File: config.mk
export PLATFORM = sky130hd
export DESIGN_NAME = lsf_input_scheduler
export DESIGN_NICKNAME = d
export VERILOG_FILES = /design/src/rtl/lsf_input_scheduler.sv
export SDC_FILE = /design/constraint.sdc
export NUM_CORES = 1
export LEC_CHECK = 0
export CORE_AREA = 2 2 116 118
export CTS_BUF_LIST = sky130_fd_sc_hd__clkbuf_4 sky130_fd_sc_hd__clkbuf_8 sky130_fd_sc_hd__clkbuf_16
export CTS_CLUSTER_DIAMETER = 30
export DETAILED_ROUTE_END_ITERATION = 16
export DIE_AREA = 0 0 118 120
export PLACE_DENSITY = 0.86
export SETUP_SLACK_MARGIN = 0.3
export SKIP_LAST_GASP = 1
export SLEW_MARGIN = 10
export SYNTH_ARGS = -nofsm -noshare
export SYNTH_HDL_FRONTEND = slang
export SYNTH_SLANG_ARGS = --single-unit
File: constraint.sdc
create_clock -name clock -period 2.3 [get_ports clock]
set_input_delay 0.46 -clock clock [delete_from_list [all_inputs] [get_ports clock]]
set_output_delay 0.46 -clock clock [all_outputs]
set_load 0.05 [all_outputs]
File: src/rtl/lsf_input_scheduler.sv
// Round-robin scheduler that lends one Legendre segment-finder engine to N_CH
// hit-extraction channels, forwarding one ROI and its hits per event.
module lsf_input_scheduler #(
   parameter int N_CH           = 3,
   parameter int ROI_W          = 32,
   parameter int HIT_W          = 32,
   parameter int MAX_HITS       = 32,
   parameter int HIT_TIMEOUT    = 16,
   parameter int RESULT_TIMEOUT = 255,
   localparam int CH_W          = (N_CH > 1) ? $clog2(N_CH) : 1
) (
   input  logic                   clock,
   input  logic                   reset,
   input  logic [N_CH*ROI_W-1:0]  ch_roi,
   input  logic [N_CH-1:0]        ch_roi_empty,
   output logic [N_CH-1:0]        ch_roi_re,
   input  logic [N_CH*HIT_W-1:0]  ch_hit,
   input  logic [N_CH-1:0]        ch_hit_empty,
   output logic [N_CH-1:0]        ch_hit_re,
   output logic [ROI_W-1:0]       le_roi,
   output logic                   le_roi_empty,
   input  logic                   le_roi_re,
   output logic [HIT_W-1:0]       le_hit,
   output logic                   le_hit_empty,
   input  logic                   le_hit_re,
   output logic                   le_eof,
   input  logic                   le_output_vld,
   output logic                   busy,
   output logic [CH_W-1:0]        active_ch,
   output logic                   err_timeout,
   output logic [15:0]            drop_cnt
);

   localparam int HC_W = $clog2(MAX_HITS + 1);
   localparam int IC_W = (HIT_TIMEOUT > 1) ? $clog2(HIT_TIMEOUT) : 1;

   localparam logic [2:0] S_IDLE  = 3'd0;
   localparam logic [2:0] S_ROI   = 3'd1;
   localparam logic [2:0] S_HITS  = 3'd2;
   localparam logic [2:0] S_DRAIN = 3'd3;
   localparam logic [2:0] S_EOF   = 3'd4;
   localparam logic [2:0] S_WAIT  = 3'd5;

   localparam logic [HC_W-1:0] HIT_LAST  = HC_W'(MAX_HITS - 1);
   localparam logic [IC_W-1:0] IDLE_LAST = IC_W'(HIT_TIMEOUT - 1);
   localparam logic [7:0]      WAIT_LAST = 8'(RESULT_TIMEOUT);
   localparam logic [CH_W-1:0] CH_LAST   = CH_W'(N_CH - 1);

   logic [2:0]      state_q, state_d;
   logic [CH_W-1:0] sel_q, sel_d, rr_ptr_q, rr_ptr_d;
   logic [HC_W-1:0] hit_cnt_q, hit_cnt_d;
   logic [IC_W-1:0] idle_cnt_q, idle_cnt_d;
   logic [7:0]      wait_cnt_q, wait_cnt_d;
   logic [15:0]     drop_cnt_q, drop_cnt_d;
   logic            err_q, err_d, busy_q, eof_q;

   logic            sel_roi_empty, sel_hit_empty;
   logic            roi_take, hit_take, hit_drop, found;
   logic [CH_W-1:0] next_ch, sel_inc;

   // Read path is purely combinational; reset blocks every read enable in its cycle.
   always_comb begin
      sel_roi_empty = ch_roi_empty[sel_q];
      sel_hit_empty = ch_hit_empty[sel_q];
      le_roi        = ch_roi[sel_q*ROI_W +: ROI_W];
      le_hit        = ch_hit[sel_q*HIT_W +: HIT_W];
      le_roi_empty  = reset | (state_q != S_ROI) | sel_roi_empty;
      le_hit_empty  = reset | (state_q != S_HITS) | sel_hit_empty;
      roi_take      = le_roi_re & ~le_roi_empty;
      hit_take      = le_hit_re & ~le_hit_empty;
      hit_drop      = ~reset & (state_q == S_DRAIN) & ~sel_hit_empty;
      ch_roi_re        = '0;
      ch_hit_re        = '0;
      ch_roi_re[sel_q] = roi_take;
      ch_hit_re[sel_q] = hit_take | hit_drop;
   end

   // Descending scan so the channel closest to rr_ptr wins.
   always_comb begin
      found   = 1'b0;
      next_ch = rr_ptr_q;
      for (int k = N_CH - 1; k >= 0; k--) begin
         if (!ch_roi_empty[(int'(rr_ptr_q) + k) % N_CH]) begin
            found   = 1'b1;
            next_ch = CH_W'((int'(rr_ptr_q) + k) % N_CH);
         end
      end
      sel_inc = (sel_q == CH_LAST) ? '0 : sel_q + 1'b1;
   end

   always_comb begin
      state_d    = state_q;
      sel_d      = sel_q;
      rr_ptr_d   = rr_ptr_q;
      hit_cnt_d  = hit_cnt_q;
      idle_cnt_d = idle_cnt_q;
      wait_cnt_d = wait_cnt_q;
      drop_cnt_d = drop_cnt_q;
      err_d      = 1'b0;
      case (state_q)
         S_IDLE: begin
            if (found) begin
               sel_d   = next_ch;
               state_d = S_ROI;
            end
         end
         S_ROI: begin
            if (roi_take) begin
               hit_cnt_d  = '0;
               idle_cnt_d = '0;
               state_d    = S_HITS;
            end
         end
         S_HITS: begin
            if (hit_take) begin
               hit_cnt_d  = hit_cnt_q + 1'b1;
               idle_cnt_d = '0;
               if (hit_cnt_q == HIT_LAST) state_d = S_DRAIN;
            end else if (sel_hit_empty) begin
               if (idle_cnt_q == IDLE_LAST) state_d = S_EOF;
               else idle_cnt_d = idle_cnt_q + 1'b1;
            end
         end
         S_DRAIN: begin
            if (hit_drop) begin
               if (drop_cnt_q != 16'hFFFF) drop_cnt_d = drop_cnt_q + 1'b1;
               idle_cnt_d = '0;
            end else if (idle_cnt_q == IDLE_LAST) begin
               state_d = S_EOF;
            end else begin
               idle_cnt_d = idle_cnt_q + 1'b1;
            end
         end
         S_EOF: begin
            wait_cnt_d = '0;
            state_d    = S_WAIT;
         end
         S_WAIT: begin
            // A result arriving on the last allowed cycle beats the timeout.
            if (le_output_vld) begin
               state_d  = S_IDLE;
               rr_ptr_d = sel_inc;
            end else if (wait_cnt_q == WAIT_LAST) begin
               err_d    = 1'b1;
               state_d  = S_IDLE;
               rr_ptr_d = sel_inc;
            end else begin
               wait_cnt_d = wait_cnt_q + 1'b1;
            end
         end
         default: state_d = S_IDLE;
      endcase
   end

   always_ff @(posedge clock) begin
      if (reset) begin
         state_q    <= S_IDLE;
         sel_q      <= '0;
         rr_ptr_q   <= '0;
         hit_cnt_q  <= '0;
         idle_cnt_q <= '0;
         wait_cnt_q <= '0;
         drop_cnt_q <= '0;
         err_q      <= 1'b0;
         busy_q     <= 1'b0;
         eof_q      <= 1'b0;
      end else begin
         state_q    <= state_d;
         sel_q      <= sel_d;
         rr_ptr_q   <= rr_ptr_d;
         hit_cnt_q  <= hit_cnt_d;
         idle_cnt_q <= idle_cnt_d;
         wait_cnt_q <= wait_cnt_d;
         drop_cnt_q <= drop_cnt_d;
         err_q      <= err_d;
         busy_q     <= (state_d != S_IDLE);
         eof_q      <= (state_d == S_EOF);
      end
   end

   assign busy        = busy_q;
   assign active_ch   = sel_q;
   assign le_eof      = eof_q;
   assign err_timeout = err_q;
   assign drop_cnt    = drop_cnt_q;

endmodule

==> flow_summary.json <==
{
  "status": "finished, violations left",
  "violations": "setup timing",
  "final_nets": 1109,
  "clk_pin_slew_worst_paths_ns": 0.06,
  "start_kind": "flop",
  "setup_viol": 44,
  "endpoint": "ch_hit_re[2]",
  "drive_above_1_share": 0.422,
  "hold_path.class": "reg2reg",
  "cts_htree_levels": 2,
  "cts_sinks": 44,
  "cp-startpoint": "active_ch[0]",
  "fin_crit_sh": 1.05,
  "ys_types": 59,
  "hold_violations": 0,
  "r2r_end": "state_q[0]",
  "pin_count": 296,
  "hold_buffers": 0,
  "grt_usage": 0.294,
  "path_cells": "mux2_4 -> a211oi_4 -> nand3b_1 -> buf_6 -> nor3_4 -> buf_12",
  "crit_path_top_delay_cell": "dfxtp_4",
  "routed_wl_mm": 26.2,
  "reg2reg_from": "active_ch[0]",
  "die_w_um": 118,
  "path_max_fanout": 7,
  "synth-async-reset-ratio": 0,
  "slew_headroom": 0.569,
  "seq_power_share": 0.171,
  "syn_area_um2": 3930,
  "final_cell_mix": "clkdlybuf4s50_1, buf_12, buf_4",
  "ys_seq_area_frac": 0.224,
  "critPathArrivalTime_ns": 1.95,
  "hp-start": "idle_cnt_q[1]",
  "finalPower_mw": 4.65,
  "avgSynthCellArea_um2": 7.24,
  "clk_path_buf_depth": 2,
  "fin_skew_ns": 0.00510,
  "slew_viol_final": 0,
  "critPathMaxStageDelay_ns": 0.42,
  "postRouteAntennaNets": 0,
  "finalSetupTns_ns": -1.11,
  "power.density_nw_per_um2": 452,
  "viasPerCell": 5.68,
  "drt_iter0_markers": 562,
  "min_period_ns": 2.41,
  "p_int_mw": 2.73,
  "grt_max_degree": 34,
  "cap_violations": 0,
  "combPwrFrac": 0.668,
  "dieArea_um2": 14200,
  "core_area_um2": 13000,
  "grt_pass1_vias": 5667,
  "die_h_um": 120,
  "grt_pass1_wl_mm": 32.8,
  "vias": 6125,
  "r2r_slack_ns": 0.09,
  "dr.pass1.iters": 5,
  "end_kind": "output pin",
  "row_count": 42,
  "insertion_delay_ns": 0.29,
  "swShare": 0.413,
  "switching_power_mw": 1.92,
  "synthFlopType": "dfxtp_1",
  "n_fill_cell": 700,
  "synth_fp_nets": 754,
  "finalNonFillerCells": 1078,
  "rsz0062_at_grt": "true",
  "synth_edf_count": 0,
  "synthCells": 543,
  "timing.final.ws_setup_ns": -0.112,
  "reg2reg_depth": 10,
  "antenna_found_initial": 2,
  "drc": 0,
  "hold-worst-slack_ns": 0.528,
  "dp.cells": 1021,
  "cts_buffers": 5,
  "start_util": 0.303,
  "cts_root_buf": "clkbuf_16",
  "cp_data_required_time_ns": 1.84,
  "mostFrequentLayoutCell": "clkdlybuf4s50_1",
  "tritoncts": "built",
  "place.gp.congestion": 0.890,
  "hpwl_mm": 15.6,
  "crit_type": "reg2out",
  "peakVddDrop_mv": 0.482,
  "syn2layout_area_growth_pct": 162,
  "tightestPinTransition_ns": 0.647,
  "post_drt_wl_per_cell_um": 24.3,
  "leakage_nw": 3.94,
  "clkPwrFrac": 0.161,
  "fmax_mhz": 415,
  "io_buffers": 295,
  "yosys_warnings": 0,
  "grt_overflow": 0,
  "yosys_register_bits": 44
}
-- how the worst min path moves through the flow --
stage | to | cells past startpoint
2_1_floorplan | hit_cnt_q[5] | 2
3_3_place_gp | hit_cnt_q[5] | 2
3_5_place_dp | hit_cnt_q[5] | 2
4_1_cts | idle_cnt_q[1] | 2
5_1_grt | hit_cnt_q[5] | 2
6_report | idle_cnt_q[1] | 2
-- routing by layer --
layer | track usage | routed length, um
met5 | 0 | 0
met4 | 0.0881 | 1230
met3 | 0.0875 | 2040
met2 | 0.508 | 12900
met1 | 0.353 | 10000
-- synthesized netlist by cell type, drive strengths merged (2+ instances only) --
cell / number / share of area
inv: 16 / 0.015
nand4: 6 / 0.0095
nand2b: 4 / 0.0064
nand2: 86 / 0.082
o21bai: 2 / 0.0038
a221oi: 3 / 0.0067
o32ai: 2 / 0.0045
xnor2: 20 / 0.045
o31ai: 4 / 0.0076
mux2i: 70 / 0.18
nor2b: 4 / 0.0064
o2111ai: 3 / 0.0099
mux2: 2 / 0.0057
buf: 14 / 0.018
nand3: 14 / 0.018
o211ai: 5 / 0.0095
and3b: 2 / 0.0045
o21ai: 78 / 0.099
and4: 4 / 0.0089
clkbuf: 19 / 0.018
nor2: 45 / 0.043
or2: 5 / 0.0080
or4: 4 / 0.0076
nor3: 16 / 0.020
ha: 8 / 0.025
a211oi: 7 / 0.015
nand3b: 5 / 0.0095
a21oi: 18 / 0.023
a311oi: 2 / 0.0045
dfxtp: 44 / 0.22
or3: 2 / 0.0032
nor4: 10 / 0.016
and2: 2 / 0.0032
-- flip-flops by register name, summed over array words and instances, names as in the netlist, 2 cells and up --
signal / flops
wait_cnt_q: 8
state_q: 3
active_ch: 2
idle_cnt_q: 4
rr_ptr_q: 2
drop_cnt: 16
hit_cnt_q: 6
-- cell families (layout without fill, tap and decap cells) --
family,Yosys count,after routing,synth area share
AO/OA/AOI/OAI,135,135,0.210
XOR/XNOR,20,20,0.0445
adder cells (fa/ha/maj),8,8,0.0254
buffers and inverters,50,406,0.0528
flip-flops,44,44,0.224
multiplexers,72,72,0.186
other,0,3,0
AND/OR/NAND/NOR,214,214,0.258
-- worst max-delay path, delay by kind of cell, from the launching register on --
kind	cells	cell delay (ns)
buffers and inverters	2	0.33
muxes	1	0.35
AOI/OAI and AO/OA	1	0.24
DFF	1	0.42
and+or+nand+nor	2	0.31
-- stage by stage --
stage,setup WS [ns],util,cell area (um2)
global placement,-0.265,0.646,8380
global route,-0.171,0.794,10300
CTS,-0.105,0.716,9300
finish,-0.112,0.794,10300
detailed placement,-0.285,0.646,8380
floorplan,-0.158,-,4300
-- what timing repair did --
item                                    4_1_cts  5_1_grt
cloned                                        9        2
gates resized for setup                      98      182
pin swaps                                    14       46
endpoints found under the setup margin       96      103
setup buffers                                21       14
-- power groups by stage --
stage / registers, mW / logic, mW / clock network, mW
3_3_place_gp: 0.812 / 2.52 / 0
6_report: 0.795 / 3.11 / 0.751
3_5_place_dp: 0.813 / 2.55 / 0
5_1_grt: 0.796 / 3.18 / 0.784
4_1_cts: 0.792 / 2.83 / 0.759
2_1_floorplan: 0.814 / 1.16 / 0
-- cell type report --
cell class,count,area [um2],area share
repair buffers,381,4700,0.456
multi-input cells,449,4270,0.414
flip-flops and latches,44,890,0.0863
well taps,176,220,0.0214
clock buffers,7,146,0.0142
inverters,17,63.8,0.00619
clock inverters,1,7.51,0.000729
diodes,3,7.51,0.000729
(Power assumes the default switching activity.)
==> patch 1, RTL diff (config.mk and constraints unchanged) <==
Set the parameter `MAX_HITS` to 16 (it was 32).
--- a/src/rtl/lsf_input_scheduler.sv
+++ b/src/rtl/lsf_input_scheduler.sv
@@ -4,7 +4,7 @@
    parameter int N_CH           = 3,
    parameter int ROI_W          = 32,
    parameter int HIT_W          = 32,
-   parameter int MAX_HITS       = 32,
+   parameter int MAX_HITS       = 16,
    parameter int HIT_TIMEOUT    = 16,
    parameter int RESULT_TIMEOUT = 255,
    localparam int CH_W          = (N_CH > 1) ? $clog2(N_CH) : 1
Behaviour: no difference found for any inputs over 4 cycles, from zero or initial values and one cycle with reset high; that may be too few to reach the edited logic, so the function may still have changed.
==> patch 1 against the original RTL <==
- setup slack improved by 0.18 ns
- synthesized area decreased by 1.1%
- critical path depth decreased by 1
- routed wire length decreased by 3.6%
- design area decreased by 1.4%
- power decreased by 5.8%
- die area unchanged
- largest power group unchanged
- largest cell class unchanged
- sequential cell count decreased by 1
- utilization decreased by 1.1 points
==> patch 1: results (changes against the original RTL) <==
status=completed; vias in the first global route=5744 (+1.4%); Place WS=-0.3101 ns (-0.02524 ns); largest net degree at the start of global routing=33 (-2.9%); Critical Path Source=state_q[1]; DR iter-0 viols=449 (-20%); Hold Vio Cnt, Final=0 (unchanged); min-delay src=wait_cnt_q[1]; Max Fanout on Critical Path=5 (-2); fraction of layout cells with a size suffix above 1=40.09% (-2.1 points); per-cell routed wire length=24.43 um (+0.37%); Post-DP Area=0.008294 sq mm (-1.0%); R2R depth=9 (-1); non-filler instance count after layout=1035 (-4.0%); Arr. time, crit path=1.77 ns (-0.18 ns); Hold EP=wait_cnt_q[1]; IR drop worst, VDD=0.4538 mV (-5.9%); Crit-path slowest cell=dfxtp_1; Clock Tree Root=clkbuf_16; max incr delay on CP=0.38 ns (-0.04 ns); fin area=0.01016 sq mm (-1.4%); Register-to-Register Setup Slack=0.26 ns (+0.17 ns); DP HPWL=14.79 mm (-4.9%); Hold WS=0.4827 ns (-0.04498 ns); synth top area cells=dfxtp_1, mux2i_1, o21ai_0; first-pass GRT wire length=35.45 mm (+8.2%); synth cell count leaders=nand2_1, o21ai_0, mux2i_1; leak pwr=0.003848 uW (-2.3%); GRT Resource Usage Total=32.19% (+2.8 points); nets@finish=1069 (-3.6%); sequential fraction of the synthesis area=22.12% (-0.27 points); Setup crit end=ch_roi_re[0]; Slew @ Worst Pin=0.5405 ns (-0.1067 ns); Most used DFF post-synth=dfxtp_1; fillers=713 (+1.9%); Post-CTS Setup Inserts=15 (-29%); Mapped Cells=532 (-2.0%); gpl congestion=0.8666 (-2.6%); Critical R2R Capture=drop_cnt[14]; distinct cell type count after synthesis=63 (+6.8%); post-CTS sizing=197 (+100%)
patch 1: changes by cell type in the layout (fill, tap and decap cells not counted), moves of 9 or more:
| cell | change |
|---|---|
| buf_4 | -24 |
| clkdlybuf4s50_1 | +9 |
| dlygate4sd2_1 | -9 |
| mux2i_1 | -23 |
| mux2i_2 | +21 |
| nand2_1 | +26 |
| nand2_2 | -24 |
| o21ai_2 | -16 |
| o21ai_4 | +17 |
patch 1: final cells by class:
class / count / area [sq um] / area share (%)
antenna: 1 / 2.502 / 0.02464
clock buffer: 6 / 138.9 / 1.367
clock inverter: 2 / 35.03 / 0.3450
inverter: 13 / 48.80 / 0.4805
multi-input combinational: 438 / 4299 / 42.33
sequential: 43 / 875.8 / 8.624
tap: 176 / 220.2 / 2.168
timing repair buffer: 356 / 4536 / 44.66
patch 1: cells by family after synthesis:
family / synth area share [%]
AND/OR/NAND/NOR: 25.27
AO/OA/AOI/OAI: 20.77
multiplexers: 19.10
buffers and inverters: 5.338
flip-flops: 22.12
XOR/XNOR: 4.502
adder cells (fa/ha/maj): 2.894
patch 1: layer usage:
layer  wire (um)  track usage, %  up-vias  share of wire, %
li1            -               -     2564                 -
met1        9199           37.02     2761                36
met2       12650           55.85      324                50
met3        2236           9.696      100               8.8
met4        1183           12.95        2               4.7
met5           8               0        -             0.032
patch 1: power breakdown:
| group | internal [uW] | total, uW | switching, uW | leakage (uW) |
|---|---|---|---|---|
| combinational | 1380 | 2780 | 1400 | 0.00341 |
| sequential | 752 | 760 | 8.16 | 0.000352 |
| clock | 540 | 843 | 303 | 0.0000869 |
patch 1: worst max-delay path, delay by kind of cell (launching register included):
family / cells / cell delay [ns]
AO/OA/AOI/OAI: 1 / 0.18
buffers and inverters: 1 / 0.16
flip-flops: 1 / 0.38
AND/OR/NAND/NOR: 3 / 0.75
==> patch 2, RTL diff (same flow settings) <==
Without the edit above. Compare `hit_cnt_q` against `HIT_LAST` with >= in place of ==.
--- a/src/rtl/lsf_input_scheduler.sv
+++ b/src/rtl/lsf_input_scheduler.sv
@@ -115,7 +115,7 @@
             if (hit_take) begin
                hit_cnt_d  = hit_cnt_q + 1'b1;
                idle_cnt_d = '0;
-               if (hit_cnt_q == HIT_LAST) state_d = S_DRAIN;
+               if (hit_cnt_q >= HIT_LAST) state_d = S_DRAIN;
             end else if (sel_hit_empty) begin
                if (idle_cnt_q == IDLE_LAST) state_d = S_EOF;
                else idle_cnt_d = idle_cnt_q + 1'b1;
Check against the original RTL: no difference found for any inputs over 4 cycles, from zero or initial values and one cycle with reset high; that may be too few to reach the edited logic, so the function may still have changed.
==> patch 2 against the original RTL <==
- design area fell by 1.3%
- synthesized area fell by 2.1%
- sequential cell count did not move
- setup slack improved by 0.12 ns
- power fell by 12%
- routed wire length fell by 2.8%
- synthesized cell count fell by 3.7%
- highest routed layer is now met5
==> patch 2: results (changes against the original RTL) <==
first-pass GRT wire length=33.75 mm (+3.0%); DR pass1 iterations=7 (+2); IR drop worst, VDD=0.3831 mV (-21%); part of the cycle the worst path needs=99.66% (-5.2 points); clock skew=0.005769 ns (+0.0006643 ns); vias in the first global route=5554 (-2.0%); fin area=0.01017 sq mm (-1.3%); WL met1=9.610 mm (-4.0%); leak pwr=0.004035 uW (+2.4%); synth cell count leaders=nand2_1, o21ai_0, mux2i_1; Mapped Cells=523 (-3.7%); Post-DP Area=0.008561 sq mm (+2.1%); R2R depth=11 (+1); Place WS=-0.1704 ns (+0.1145 ns); met3 WL post-DR=2.034 mm (-0.39%); Inst Count DP=992 (-2.8%); Hold WS=0.5025 ns (-0.02515 ns); max incr delay on CP=0.38 ns (-0.04 ns); Register-to-Register Setup Slack=0.22 ns (+0.13 ns); met1 Resource Use GR=36.75% (+1.5 points); gpl congestion=0.9598 (+7.9%); per-cell routed wire length=24.55 um (+0.89%); Critical R2R Capture=idle_cnt_q[0]; initial antenna violation count=3 (+1); synth top area cells=dfxtp_1, mux2i_1, nand2_1; Via Count=5706 (-6.8%); Hold EP=wait_cnt_q[1]; Max Fanout on Critical Path=8 (+1); met3 Usage GRT=9.078% (+0.33 points); min-delay src=wait_cnt_q[1]; DR iter-0 viols=480 (-15%); Slew @ Worst Pin=0.5115 ns (-0.1358 ns); sequential fraction of the synthesis area=22.88% (+0.49 points); syn nets=733 (-2.8%); M2 GR Usage=53.71% (+2.9 points); nets@finish=1072 (-3.3%); GRT Resource Usage Total=30.88% (+1.5 points); status=completed; fraction of layout cells with a size suffix above 1=39.33% (-2.8 points); Crit path max-delay family=buffers and inverters; Top Layer Used=met5; WL met2=12.92 mm (-0.20%); routed vias/inst=5.492 (-3.3%); distinct cell type count after synthesis=53 (-10%)
patch 2: tightest hold or removal path, stage by stage, from the launching register on:
cell     delay (ns)
dfxtp_1        0.34
nand2_1        0.06
a21oi_1        0.05
patch 2: logic make-up (layout without fill, tap and decap cells):
| logic type | Yosys count | in the layout | share of synthesized area, % |
|---|---|---|---|
| mux | 70 | 70 | 18.36 |
| compound gates | 119 | 119 | 18.82 |
| fa+ha+maj | 8 | 8 | 2.535 |
| simple gates | 211 | 211 | 26.81 |
| buf+inv | 46 | 385 | 4.907 |
| other cells | 0 | 1 | 0 |
| flops | 44 | 44 | 22.88 |
| xor+xnor | 25 | 25 | 5.687 |
patch 2: final cells by class:
class	count	share of cell area, %
clock buffers	6	1.304
flip-flops and latches	44	8.798
inverters	13	0.5045
diodes	1	0.02461
well taps	176	2.166
multi-input cells	433	41.39
repair buffers	365	45.76
clock inverters	1	0.04922
patch 2: what timing repair did:
action                                  in CTS  in global routing
buffers inserted                            19                  7
hold buffers                                 0                  0
endpoints found under the hold margin        0                  0
pin swaps                                   41                 29
endpoints found under the setup margin      98                103
gates cloned                                 9                  4
resized for setup                          144                 86
patch 2: worst max-delay path by stage:
stage | endpoint | cells after the start
global placement | drop_cnt[5] | 7
global route | le_roi[0] | 9
detailed placement | drop_cnt[8] | 7
CTS | ch_hit_re[0] | 4
floorplan | ch_roi_re[0] | 5
finish | le_roi[5] | 9
patch 2: report_power, final:
part	switching [uW]	leakage, uW	internal (uW)
Combinational	1300	0.00361	1330
Clock	284	0.0000701	407
Sequential	17.2	0.000359	771
Total	1600	0.00404	2500
